<file path="config.mk">
export PLATFORM = sky130hd
export DESIGN_NAME = div_ctrl_flat
export DESIGN_NICKNAME = d
export VERILOG_FILES = /design/src/rtl/div_pkg.sv /design/src/rtl/div_if.sv /design/src/rtl/div_req_fifo.sv /design/src/rtl/div_ctrl.sv /design/src/flat_wrapper.sv
export SDC_FILE = /design/constraint.sdc
export NUM_CORES = 1
export LEC_CHECK = 0
export CORE_MARGIN = 2
export CORE_UTILIZATION = 48
export CTS_BUF_LIST = sky130_fd_sc_hd__clkbuf_16
export CTS_CLUSTER_DIAMETER = 80
export DETAILED_ROUTE_END_ITERATION = 8
export GPL_TIMING_DRIVEN = 0
export PLACE_DENSITY = 0.74
export SLEW_MARGIN = 20
export SYNTH_ARGS = -nofsm -noshare
export SYNTH_HDL_FRONTEND = slang
export SYNTH_SLANG_ARGS = --single-unit
</file>
<file path="constraint.sdc">
create_clock -name clk -period 3.8 [get_ports clk]
set_clock_uncertainty 0.1 [all_clocks]
set_input_delay 0.95 -clock clk [delete_from_list [all_inputs] [get_ports clk]]
set_output_delay 0.95 -clock clk [all_outputs]
set_load 0.1 [all_outputs]
</file>
<file path="src/rtl/div_pkg.sv">
// Shared FSM state, error codes and saturation patterns for the fixed-point divide controller.
package div_pkg;

  typedef enum logic [2:0] {
    IDLE,
    ISSUE,
    ARM,
    WAIT,
    OUT
  } state_t;

  localparam logic [1:0] ERR_OK      = 2'd0;
  localparam logic [1:0] ERR_DIVZ    = 2'd1;
  localparam logic [1:0] ERR_TIMEOUT = 2'd2;

  // Held at 64 bits; a user of width W takes the top W bits, which keeps the sign pattern.
  localparam logic [63:0] SAT_POS = 64'h7FFF_FFFF_FFFF_FFFF;
  localparam logic [63:0] SAT_NEG = 64'h8000_0000_0000_0000;

endpackage

</file>
<file path="src/rtl/div_if.sv">
// Request, divider and result channels of the divide controller.
interface div_if #(
  parameter int WIDTH = 32,
  parameter int TAG_W = 4
);
  logic             in_valid;
  logic             in_ready;
  logic [WIDTH-1:0] in_n;
  logic [WIDTH-1:0] in_d;
  logic [TAG_W-1:0] in_tag;

  logic [WIDTH-1:0] div_n;
  logic [WIDTH-1:0] div_d;
  logic             div_start;
  logic [WIDTH-1:0] div_q;
  logic [WIDTH-1:0] div_r;
  logic             div_done;

  logic             out_valid;
  logic             out_ready;
  logic [WIDTH-1:0] out_q;
  logic [WIDTH-1:0] out_r;
  logic [TAG_W-1:0] out_tag;
  logic [1:0]       out_err;

  modport slave (
    input  in_valid, in_n, in_d, in_tag, div_q, div_r, div_done, out_ready,
    output in_ready, div_n, div_d, div_start, out_valid, out_q, out_r, out_tag, out_err
  );

  modport master (
    output in_valid, in_n, in_d, in_tag, div_q, div_r, div_done, out_ready,
    input  in_ready, div_n, div_d, div_start, out_valid, out_q, out_r, out_tag, out_err
  );
endinterface

</file>
<file path="src/rtl/div_req_fifo.sv">
// Synchronous show-ahead request FIFO; full and empty are told apart by an explicit count.
module div_req_fifo #(
  parameter int W     = 8,
  parameter int DEPTH = 4
) (
  input  logic         clk,
  input  logic         rst_n,
  input  logic         push,
  input  logic [W-1:0] din,
  input  logic         pop,
  output logic [W-1:0] dout,
  output logic         full,
  output logic         empty
);
  localparam int PW = $clog2(DEPTH);
  localparam int CW = $clog2(DEPTH + 1);

  logic [W-1:0]  mem [DEPTH];
  logic [PW-1:0] wr_ptr, rd_ptr;
  logic [CW-1:0] count;
  logic          do_push, do_pop;

  assign full    = (count == CW'(DEPTH));
  assign empty   = (count == '0);
  assign do_push = push && !full;
  assign do_pop  = pop && !empty;
  assign dout    = mem[rd_ptr];

  always_ff @(posedge clk) begin
    if (do_push) mem[wr_ptr] <= din;
  end

  // DEPTH is a power of 2, so pointer wrap is the natural overflow.
  always_ff @(posedge clk) begin
    if (!rst_n) begin
      wr_ptr <= '0;
      rd_ptr <= '0;
      count  <= '0;
    end else begin
      if (do_push) wr_ptr <= wr_ptr + 1'b1;
      if (do_pop)  rd_ptr <= rd_ptr + 1'b1;
      count <= count + CW'(do_push) - CW'(do_pop);
    end
  end
endmodule

</file>
<file path="src/rtl/div_ctrl.sv">
// Front end for an external fixed-point divider: queues tagged requests, issues one division
// at a time, handles divide-by-zero and timeout, and holds each result until it is taken.
module div_ctrl
  import div_pkg::*;
#(
  parameter int WIDTH   = 32,
  parameter int FRAC    = 16,
  parameter int DEPTH   = 4,
  parameter int TAG_W   = 4,
  parameter int TIMEOUT = 64
) (
  input logic  clk,
  input logic  rst_n,
  div_if.slave bus
);
  if (DEPTH < 2 || (DEPTH & (DEPTH - 1)) != 0) begin : g_bad_depth
    $error("div_ctrl: DEPTH must be a power of 2 and at least 2");
  end
  if (FRAC < 0 || FRAC >= WIDTH || WIDTH > 64) begin : g_bad_fmt
    $error("div_ctrl: need 0 <= FRAC < WIDTH <= 64");
  end
  if (TIMEOUT < 1) begin : g_bad_tmo
    $error("div_ctrl: TIMEOUT must be at least 1");
  end

  localparam int TMO_W = $clog2(TIMEOUT + 1);
  localparam logic [WIDTH-1:0] Q_POS = SAT_POS[63 -: WIDTH];
  localparam logic [WIDTH-1:0] Q_NEG = SAT_NEG[63 -: WIDTH];

  typedef struct packed {
    logic [TAG_W-1:0] tag;
    logic [WIDTH-1:0] n;
    logic [WIDTH-1:0] d;
  } req_t;

  req_t             req_in, head;
  logic             fifo_full, fifo_empty, push, pop;
  state_t           state;
  logic [WIDTH-1:0] opn, opd;
  logic [TAG_W-1:0] op_tag;
  logic             start_r;
  logic [TMO_W-1:0] tmo;
  logic             ov_r;
  logic [WIDTH-1:0] q_r, r_r;
  logic [TAG_W-1:0] tag_r;
  logic [1:0]       err_r;

  assign req_in       = '{tag: bus.in_tag, n: bus.in_n, d: bus.in_d};
  assign bus.in_ready = rst_n && !fifo_full;
  assign push         = bus.in_valid && bus.in_ready;
  assign pop          = (state == IDLE) && !fifo_empty;

  div_req_fifo #(
    .W    ($bits(req_t)),
    .DEPTH(DEPTH)
  ) u_fifo (
    .clk  (clk),
    .rst_n(rst_n),
    .push (push),
    .din  (req_in),
    .pop  (pop),
    .dout (head),
    .full (fifo_full),
    .empty(fifo_empty)
  );

  assign bus.div_n     = opn;
  assign bus.div_d     = opd;
  assign bus.div_start = start_r;
  assign bus.out_valid = ov_r;
  assign bus.out_q     = q_r;
  assign bus.out_r     = r_r;
  assign bus.out_tag   = tag_r;
  assign bus.out_err   = err_r;

  always_ff @(posedge clk) begin
    if (!rst_n) begin
      state   <= IDLE;
      opn     <= '0;
      opd     <= '0;
      op_tag  <= '0;
      start_r <= 1'b0;
      tmo     <= '0;
      ov_r    <= 1'b0;
      q_r     <= '0;
      r_r     <= '0;
      tag_r   <= '0;
      err_r   <= ERR_OK;
    end else begin
      case (state)
        IDLE: begin
          if (!fifo_empty) begin
            if (head.d == '0) begin
              ov_r  <= 1'b1;
              q_r   <= head.n[WIDTH-1] ? Q_NEG : Q_POS;
              r_r   <= '0;
              tag_r <= head.tag;
              err_r <= ERR_DIVZ;
              state <= OUT;
            end else begin
              opn     <= head.n;
              opd     <= head.d;
              op_tag  <= head.tag;
              start_r <= 1'b1;
              state   <= ISSUE;
            end
          end
        end
        ISSUE: begin
          start_r <= 1'b0;
          state   <= ARM;
        end
        // div_done is not looked at here: it may still be high from the previous division.
        ARM: begin
          tmo   <= '0;
          state <= WAIT;
        end
        WAIT: begin
          if (bus.div_done) begin
            ov_r  <= 1'b1;
            q_r   <= bus.div_q;
            r_r   <= bus.div_r;
            tag_r <= op_tag;
            err_r <= ERR_OK;
            state <= OUT;
          end else if (tmo == TMO_W'(TIMEOUT - 1)) begin
            ov_r  <= 1'b1;
            q_r   <= '0;
            r_r   <= '0;
            tag_r <= op_tag;
            err_r <= ERR_TIMEOUT;
            state <= OUT;
          end else begin
            tmo <= tmo + 1'b1;
          end
        end
        OUT: begin
          if (bus.out_ready) begin
            ov_r  <= 1'b0;
            state <= IDLE;
          end
        end
        default: state <= IDLE;
      endcase
    end
  end
endmodule

</file>
<file path="src/flat_wrapper.sv">
// flat-port wrapper written by rule: the top's interface ports become plain ports
module div_ctrl_flat import div_pkg::*;
#(
  parameter int WIDTH   = 32,
  parameter int FRAC    = 16,
  parameter int DEPTH   = 4,
  parameter int TAG_W   = 4,
  parameter int TIMEOUT = 64
)
  (clk, rst_n, bus_in_valid, bus_in_n, bus_in_d, bus_in_tag, bus_div_q, bus_div_r, bus_div_done, bus_out_ready, bus_in_ready, bus_div_n, bus_div_d, bus_div_start, bus_out_valid, bus_out_q, bus_out_r, bus_out_tag, bus_out_err);
  div_if #(.WIDTH(WIDTH), .TAG_W(TAG_W)) bus_i ();
  input logic clk;
  input logic rst_n;
  input wire logic [$bits(bus_i.in_valid)-1:0] bus_in_valid;
  input wire logic [$bits(bus_i.in_n)-1:0] bus_in_n;
  input wire logic [$bits(bus_i.in_d)-1:0] bus_in_d;
  input wire logic [$bits(bus_i.in_tag)-1:0] bus_in_tag;
  input wire logic [$bits(bus_i.div_q)-1:0] bus_div_q;
  input wire logic [$bits(bus_i.div_r)-1:0] bus_div_r;
  input wire logic [$bits(bus_i.div_done)-1:0] bus_div_done;
  input wire logic [$bits(bus_i.out_ready)-1:0] bus_out_ready;
  output wire logic [$bits(bus_i.in_ready)-1:0] bus_in_ready;
  output wire logic [$bits(bus_i.div_n)-1:0] bus_div_n;
  output wire logic [$bits(bus_i.div_d)-1:0] bus_div_d;
  output wire logic [$bits(bus_i.div_start)-1:0] bus_div_start;
  output wire logic [$bits(bus_i.out_valid)-1:0] bus_out_valid;
  output wire logic [$bits(bus_i.out_q)-1:0] bus_out_q;
  output wire logic [$bits(bus_i.out_r)-1:0] bus_out_r;
  output wire logic [$bits(bus_i.out_tag)-1:0] bus_out_tag;
  output wire logic [$bits(bus_i.out_err)-1:0] bus_out_err;
  assign bus_i.in_valid = bus_in_valid;
  assign bus_i.in_n = bus_in_n;
  assign bus_i.in_d = bus_in_d;
  assign bus_i.in_tag = bus_in_tag;
  assign bus_i.div_q = bus_div_q;
  assign bus_i.div_r = bus_div_r;
  assign bus_i.div_done = bus_div_done;
  assign bus_i.out_ready = bus_out_ready;
  assign bus_in_ready = bus_i.in_ready;
  assign bus_div_n = bus_i.div_n;
  assign bus_div_d = bus_i.div_d;
  assign bus_div_start = bus_i.div_start;
  assign bus_out_valid = bus_i.out_valid;
  assign bus_out_q = bus_i.out_q;
  assign bus_out_r = bus_i.out_r;
  assign bus_out_tag = bus_i.out_tag;
  assign bus_out_err = bus_i.out_err;
  div_ctrl #(.WIDTH(WIDTH), .FRAC(FRAC), .DEPTH(DEPTH), .TAG_W(TAG_W), .TIMEOUT(TIMEOUT)) u_core (.clk(clk), .rst_n(rst_n), .bus(bus_i));
endmodule
</file>
### Yosys cells after proc, flatten, opt, wreduce, memory -nomap -nowiden

Memory sizes are Yosys's and may differ from the RTL's. A register that Yosys moved wholly into a read port is not among the register bits.
Index checks and enable logic that the tools add are counted.

* add/subtract/negate cells: 5
* eq/ne operators: 13
* muxes and demuxes: 42
* bitwise logic cells: 2
* reduce and logical (&&, ||, !) cells: 20

Operators with widths (count)
* 2-to-1 mux 32 bit: 8
* case mux 32 bit (2 select lines): 2
* logical NOT 32 bit: 1
* 2-to-1 mux 4 bit: 4
* 2-to-1 mux 3 bit: 5
* case mux 3 bit (5 select lines): 1
* 2-to-1 mux 7 bit: 2
* case mux 7 bit (2 select lines): 1
* 2-to-1 mux 2 bit: 6
* inequality test 2 bit, second input constant: 6
* AND reduction 3 bit: 4
* 2-to-1 mux 1 bit: 9
* case mux 4 bit (2 select lines): 1
* adder 7 x 1 -> 7 bit, second input constant: 1
* equality test 7 x 6 -> 1 bit, second input constant: 1
* equality test 3 x 2 -> 1 bit, second input constant: 2
* equality test 3 bit, second input constant: 2
* logical NOT 3 bit: 2
* nonzero test 2 bit: 3
* logical AND 1 bit: 5
* AND reduction 5 bit: 1
* adder 2 x 1 -> 2 bit, second input constant: 2
* case mux 2 bit (2 select lines): 1
* AND reduction 4 bit: 1
* 9 further kinds: 11

* flip-flop bits (word level): 157
* RAM bits: 272
* output and inout bits: 137
* logic and storage cells: 97
* memories kept: 1

Memory list
* u_core.u_fifo.mem: words 4, bits a word 68, rd ports 1, clocked after memory_dff 1, write ports 1, RTL line div_req_fifo.sv:18 `logic [W-1:0] mem [DEPTH];`

### Depth between registers and ports, before layout

Gate-level depths: netlist of run 1.

* depth after elaboration: 7
* gate-level depth with buffers: 12
* mapped depth without buffers: 11

### By module

Synthesis of run 1 repeated with hierarchy kept, for this count alone.

* cell total of the unflattened synthesis: 1047
* area total of the unflattened synthesis: 15960.3 um^2

By module, submodules not included
* div_req_fifo: times used 1, cells each 407, area an instance 10311.1 um^2, sequential area each 8348.0 um^2
* div_ctrl: times used 1, cells each 640, area an instance 5649.2 um^2, sequential area each 3002.9 um^2

### Least setup slack after synthesis of run 1

OpenSTA, ideal clock, no wires.

* path type: input port to flip-flop
* from: input rst_n
* to: memory u_core.u_fifo.mem[0][0] (netlist name), enable pin
* setup time: 0.434 ns
* arrival: 4.650 ns
* required time: 3.266 ns
* setup slack: -1.384 ns
* stages: 4
* path through: inv_1 -> clkbuf_1 -> a21oi_1 -> and3_1

* word-level cells in the longest chain between the ends: 5

RTL lines
* start, declared: RTL line flat_wrapper.sv:13 `input logic rst_n;`
* logical AND 1 bit: RTL line div_ctrl.sv:49 `assign bus.in_ready = rst_n && !fifo_full;`
* via bus_in_ready: RTL line flat_wrapper.sv:22 `output wire logic [$bits(bus_i.in_ready)-1:0] bus_in_ready;`
* logical AND 1 bit: RTL line div_ctrl.sv:50 `assign push = bus.in_valid && bus.in_ready;`
* logical AND 1 bit: RTL line div_req_fifo.sv:25 `assign do_push = push && !full;`
* 2-to-1 mux 1 bit: RTL line div_req_fifo.sv:30 `if (do_push) mem[wr_ptr] <= din;`
* 2-to-1 mux 1 bit (implied by the code): RTL line div_req_fifo.sv:30
* end, declared: RTL line div_req_fifo.sv:18

The timed path passes the listed nets, and every way through them passes these cells.

### Final worst setup path of run 1

* from: input rst_n
* to: output bus_in_ready

* word-level cells in the longest chain between the ends: 1

RTL lines (RTL line)
* logical AND 1 bit: div_ctrl.sv:49
* end, declared: flat_wrapper.sv:22

No other way between the ends.

==> out/metrics.cfg, run 1 <==
[logic_synthesis]
syn_avg_cell_area_um2=15.2
ys_ff_latch=431
ys_warn_count=0
syn-num-nets=1187
synth_edf_count=272
synth_cells=1042
synth_area_um2=15900
synth_ff_type=edfxtp_1
async_reset_ff_frac=0
yosysSeqAreaShare=0.715
yosysUniqueCellTypes=41

[setup_path]
reg2reg_depth=12
cp_max_fo=10
critPathBufInv=4
cp_cell_sequence=clkdlybuf4s50_1, inv_1, clkbuf_1, a21oi_4, clkbuf_4
max_stage_delay_ns=0.55
cp-start-kind=input pin
cp_slowest_cell=clkdlybuf4s50_1
r2r-end=u_core.u_fifo.count[2]
rrSetupSlack_ns=0.19
path_class=in -> out
cp_top_family=buffers and inverters
crit_arrival_ns=2.61
crit_path_end_kind=output port
required_ns=2.75
r2r-start=u_core.state[0]

[power_and_ir_drop]
p_leak_nw=6.92
peakVddDrop_uv=594
power.density_nw_per_um2=731

[min_path]
min-delay-start=u_core.bus.out_err[1]
min_delay_path_depth=1
worstHoldEndpoint=u_core.bus.out_err[1]
hold_path.class=reg -> reg

[route]
vias_per_cell=5.61
vias=10355
ant_nets=0
drt-total-wl_um=39900
wl_per_cell_um=21.6
drt-initial-drc-count=640
remaining_drc_errors=0
first_pass_iters=6

[cts]
cts_tree=yes
cts-buffers-inserted=44
cts.sinks=431
clkTransAtPathRegs_ns=0.06
cts_max_level=2
clockBufferDepth=3
clock_latency_ns=0.54
clock-root-buffer=clkbuf_16

[cells_and_area]
final_util=0.635
finalInstanceArea_um2=20600
drive_gt1_frac=0.113
final_nets=1512
instances_no_fill=1847
multiInputGateArea_um2=4190
layout_commonest_cell=edfxtp_1
mostFrequentLayoutCells=edfxtp_1 (272), clkdlybuf4s50_1 (271), dfxtp_1 (159)
fillers=2447
area_growth_pct=30.1
final-seq-area_um2=11400

[sta]
final.setup.tns_ns=0
report.final.hold_viol_count=0
clock.fmax_mhz=273
finalCritPeriodShare=0.964
slew-limit-headroom=0.274
rsz0062_at_grt=true
fin_crit_ns=3.66
hold_ws_ns=0.365
worstMarginPinSlew_ns=1.09
setup_viol=0
finalMaxSlewViolations=0

[placed_design]
gp_congestion=0.824
dp_hpwl_um=27400
numPortBuffers=273
postPlaceCellArea_um2=19300
dp.cells=1761

[floorplan]
die_w_um=186
dieArea_um2=34500
initial_core_util=0.488
std_cell_rows=66
die_h_um=186
core_area_um2=32500
ioPinCount=274

[global_routing]
grt_pass1_wl_um=59600
gr-total-overflow=0
groute.usage.overall=0.229
antenna_found_initial=5
grt_pass1_vias=10462
grt_start_max_net_pins=45

[status]
outcome=finished clean

[run]
maxCapViolCount=0

-- stage by stage --
stage / power [mW] / worst slack, ns
floorplan: 9.74 / 0.164
global placement: 11.2 / -0.686
detailed placement: 11.3 / -0.731
CTS: 15.2 / 0.00289
global route: 15.7 / -0.00194
finish: 15.1 / 0.136
-- state kept, by name, summed over array words and instances, names as in the netlist, 4 cells and up, named ones only --
name                count
u_core.u_fifo.mem     272
u_core.bus.div_d       32
u_core.bus.div_n       32
u_core.bus.out_q       32
u_core.bus.out_r       32
u_core.tmo              7
u_core.bus.out_tag      4
u_core.op_tag           4
-- worst max-delay path by stage --
stage,startpoint,endpoint,slack (ns),cells after the start
final,rst_n,bus_in_ready,0.14,5
after global routing,flop,u_core.bus.div_d[31],-0.002,11
after CTS,rst_n,bus_in_ready,0.003,5
after detailed placement,rst_n,bus_in_ready,-0.73,5
after global placement,rst_n,bus_in_ready,-0.69,5
after floorplan,rst_n,u_core.u_fifo.count[2],0.16,12
-- final cells by class --
type,count,share of cell area
multi-input cells,521,0.203
clock buffers,44,0.0533
plain buffers,80,0.0164
flip-flops and latches,431,0.550
inverters,10,0.00182
diodes,4,0.000485
well taps,442,0.0268
clock inverters,36,0.0107
repair buffers,279,0.138
-- metal layers --
layer  part of all wire  global-route usage
met1               0.39               0.282
met2               0.49               0.389
met3              0.078              0.0544
met4              0.040              0.0964
met5            0.00033                   0
-- power by group --
group,internal (mW),switching (mW)
Sequential,5.51,0.274
Clock,2.24,1.69
Combinational,1.50,3.89
-- cell families (layout without fill, tap and decap cells) --
logic type,Yosys count,in the layout,synth area share
flops,431,431,0.715
other cells,0,4,0
xor+xnor,10,10,0.00552
fa+ha+maj,8,8,0.00678
mux,68,68,0.0965
buf+inv,90,449,0.0230
simple gates,173,173,0.0538
compound gates,262,262,0.0990
-- cells in the mapped netlist, types with 2 or more instances --
library cell	count	area [um^2]
or3_1	2	12.5
mux4_2	68	1530
nor2_1	19	71.3
a22o_1	32	280
xor2_1	2	17.5
dfxtp_1	159	3180
a211oi_1	2	15.0
a221o_1	4	40.0
nand3_1	72	360
nor4_4	2	42.5
nor3_1	5	25.0
nor4_1	8	50.1
buf_4	4	30.0
a31oi_1	3	18.8
and3_1	10	62.6
a22oi_1	31	233
nand2_1	47	176
a21oi_1	76	380
ha_1	7	87.6
inv_1	10	37.5
clkbuf_1	58	218
o21ai_0	104	521
xnor2_1	8	70.1
and2_1	4	25.0
edfxtp_1	272	8170
o31ai_1	3	22.5
buf_1	13	48.8
buf_2	4	20.0
-- repair_timing --
item / 4_1_cts / 5_1_grt
gates resized for setup: 5 / 9
setup endpoints to repair: 68 / 109
setup buffers: 2 / 0
pin swaps: 1 / 0
hold buffers: 0 / 0
Note: power is estimated with default switching activity, not from simulation.
==> run 2: changes to the inputs <==
- MAX_ROUTING_LAYER: default -> met4
==> run 2 against run 1 <==
  * Global-route usage is 0.67 points higher
  * First-iteration DRC count is 4.1% higher
  * Critical endpoint unchanged
  * Highest routed layer is now met4
  * Largest power group unchanged
  * Critical path depth stayed put
  * Via count hardly changed
  * Hold slack better by 0.0022 ns
==> out/metrics.cfg, run 2 (synthesis gave the netlist of run 1 again) <==
[status]
outcome=finished clean

[cts]
postCtsHoldBufs=0  ; unchanged
clockBufferDepth=3  ; unchanged
clkTransAtPathRegs_ns=0.06  ; about the same
clock_latency_ns=0.54  ; about the same
clock-root-buffer=clkbuf_16
cts_tree=yes
cts.sinks=431  ; unchanged
cts_max_level=2  ; unchanged
cts-buffers-inserted=44  ; unchanged

[sta]
rsz0062_at_grt=false
finalMaxSlewViolations=0  ; unchanged
clock.fmax_mhz=271  ; -0.71%
setup_viol=0  ; unchanged
worstMarginPinSlew_ns=1.09  ; +0.000883 ns
final.setup.tns_ns=0  ; unchanged
fin_crit_ns=3.69  ; +0.0261 ns
slew-limit-headroom=0.274  ; -0.000591
finalCritPeriodShare=0.971  ; +0.00687
report.final.hold_viol_count=0  ; unchanged

[setup_path]
cp-start-kind=input pin
crit_path_end_kind=output port
cp_cell_sequence=clkdlybuf4s50_1, inv_1, clkbuf_1, a21oi_4, clkbuf_4
cp_max_fo=10  ; unchanged
required_ns=2.75  ; about the same
r2r-end=u_core.bus.out_q[23]
crit_arrival_ns=2.64  ; +0.03 ns
path_class=in -> out
rrSetupSlack_ns=0.18  ; about the same
max_stage_delay_ns=0.56  ; about the same
reg2reg_depth=10  ; -2
cp_slowest_cell=clkdlybuf4s50_1

[placed_design]
numPortBuffers=273  ; unchanged
gp_congestion=0.836  ; +1.5%
dp_hpwl_um=27400  ; unchanged

[global_routing]
grt_start_max_net_pins=45  ; unchanged
gr-total-overflow=0  ; unchanged
use_met1=0.282  ; unchanged
grt_pass1_vias=10482  ; +0.19%
antenna_found_initial=5  ; unchanged
grt_use_met2=0.388  ; -0.00104
top_usage_layer=met2
grt_pass1_wl_um=59500  ; -0.10%
grt.met3_usage=0.0530  ; -0.00137
groute.usage.overall=0.236  ; +0.00674

[cells_and_area]
largest_register_ffs=272  ; unchanged
drive_gt1_frac=0.113  ; unchanged
regMostFlops=u_core.u_fifo.mem
mostFrequentLayoutCells=edfxtp_1 (272), clkdlybuf4s50_1 (271), dfxtp_1 (159)
area_growth_pct=30.1  ; about the same
final_nets=1512  ; unchanged
layout_commonest_cell=edfxtp_1
final_util=0.635  ; about the same

[route]
wl_per_cell_um=21.6  ; about the same
drt-initial-drc-count=666  ; +4.1%
vias_per_cell=5.61  ; about the same
drt-total-wl_um=39900  ; about the same
remaining_drc_errors=0  ; unchanged
ant_nets=0  ; unchanged
vias=10360  ; +0.048%
first_pass_iters=5  ; -1

[power_and_ir_drop]
power.density_nw_per_um2=731  ; about the same
peakVddDrop_uv=594  ; about the same
p_leak_nw=6.92  ; unchanged

[floorplan]
initial_core_util=0.488  ; unchanged
std_cell_rows=66  ; unchanged
die_h_um=186  ; unchanged
dieArea_um2=34500  ; unchanged
die_w_um=186  ; unchanged
ioPinCount=274  ; unchanged
core_area_um2=32500  ; unchanged

[min_path]
worstHoldEndpoint=u_core.bus.out_err[1]
min-delay-start=u_core.bus.out_err[1]
min_delay_path_depth=1  ; unchanged
hold_path.class=reg -> reg

[run]
maxCapViolCount=0  ; unchanged

## run 2: cell types whose count changed in the layout (fill, tap and decap cells not counted), sizes merged
cell | previous run | this run
diode | 4 | 5
## run 2: metrics by stage
| step | area, um^2 | hold slack [ns] | std cells | worst slack, ns | power, mW |
|---|---|---|---|---|---|
| after detailed placement | 19300 | 0.354 | 1761 | -0.731 | 11.3 |
| after global placement | 19200 | 0.349 | 1757 | -0.686 | 11.2 |
| after CTS | 20600 | 0.368 | 1843 | 0.00289 | 15.2 |
| after floorplan | 15900 | 0.349 | 1042 | 0.164 | 9.74 |
| final | 20600 | 0.367 | 1848 | 0.110 | 15.1 |
| after global routing | 20600 | 0.388 | 1848 | 0.00332 | 15.7 |
## run 2: metal layers
layer / up-vias / wire, um
met5: - / 0
met4: 0 / 1660
met3: 96 / 2980
met2: 429 / 19400
met1: 5114 / 15800
li1: 4721 / -
## run 2: layout make-up
cell class	instances	area [um^2]
inverter	10	37.5
clock buffer	44	1100
clock inverter	36	220
multi-input combinational	521	4190
antenna	5	12.5
timing repair buffer	279	2850
fill	2447	11900
buffer	80	338
sequential	431	11400
tap	442	553
## run 2: how the worst max path moves through the flow
stage                     slack, ns             from                endpoint
after floorplan                0.16            rst_n  u_core.u_fifo.count[2]
after global placement        -0.69            rst_n            bus_in_ready
after detailed placement      -0.73            rst_n            bus_in_ready
after CTS                     0.003            rst_n            bus_in_ready
after global routing          0.003  u_core.state[0]  u_core.u_fifo.count[2]
final                          0.11            rst_n            bus_in_ready
## run 2: timing repair
item                       CTS  global route
setup endpoints to repair   68           107
gates resized for setup      5             9
pin swaps                    1             0
setup buffers                2             0
## run 2: worst max-delay path, delay by kind of cell
| family | cells | cell delay (ns) |
|---|---|---|
| AOI/OAI and AO/OA | 1 | 0.29 |
| buffers and inverters | 4 | 1.39 |
## run 2: power by group
group,switching [mW],internal (mW),total [mW]
logic,3.88,1.50,5.38
clock network,1.70,2.24,3.93
registers,0.273,5.51,5.78
total,5.85,9.24,15.1
==> run 3: changes to the inputs <==
- CTS_CLUSTER_DIAMETER: 80 -> 200
==> results of run 3 <==
The final DEF is identical to that of run 2; final timing and power are the same.
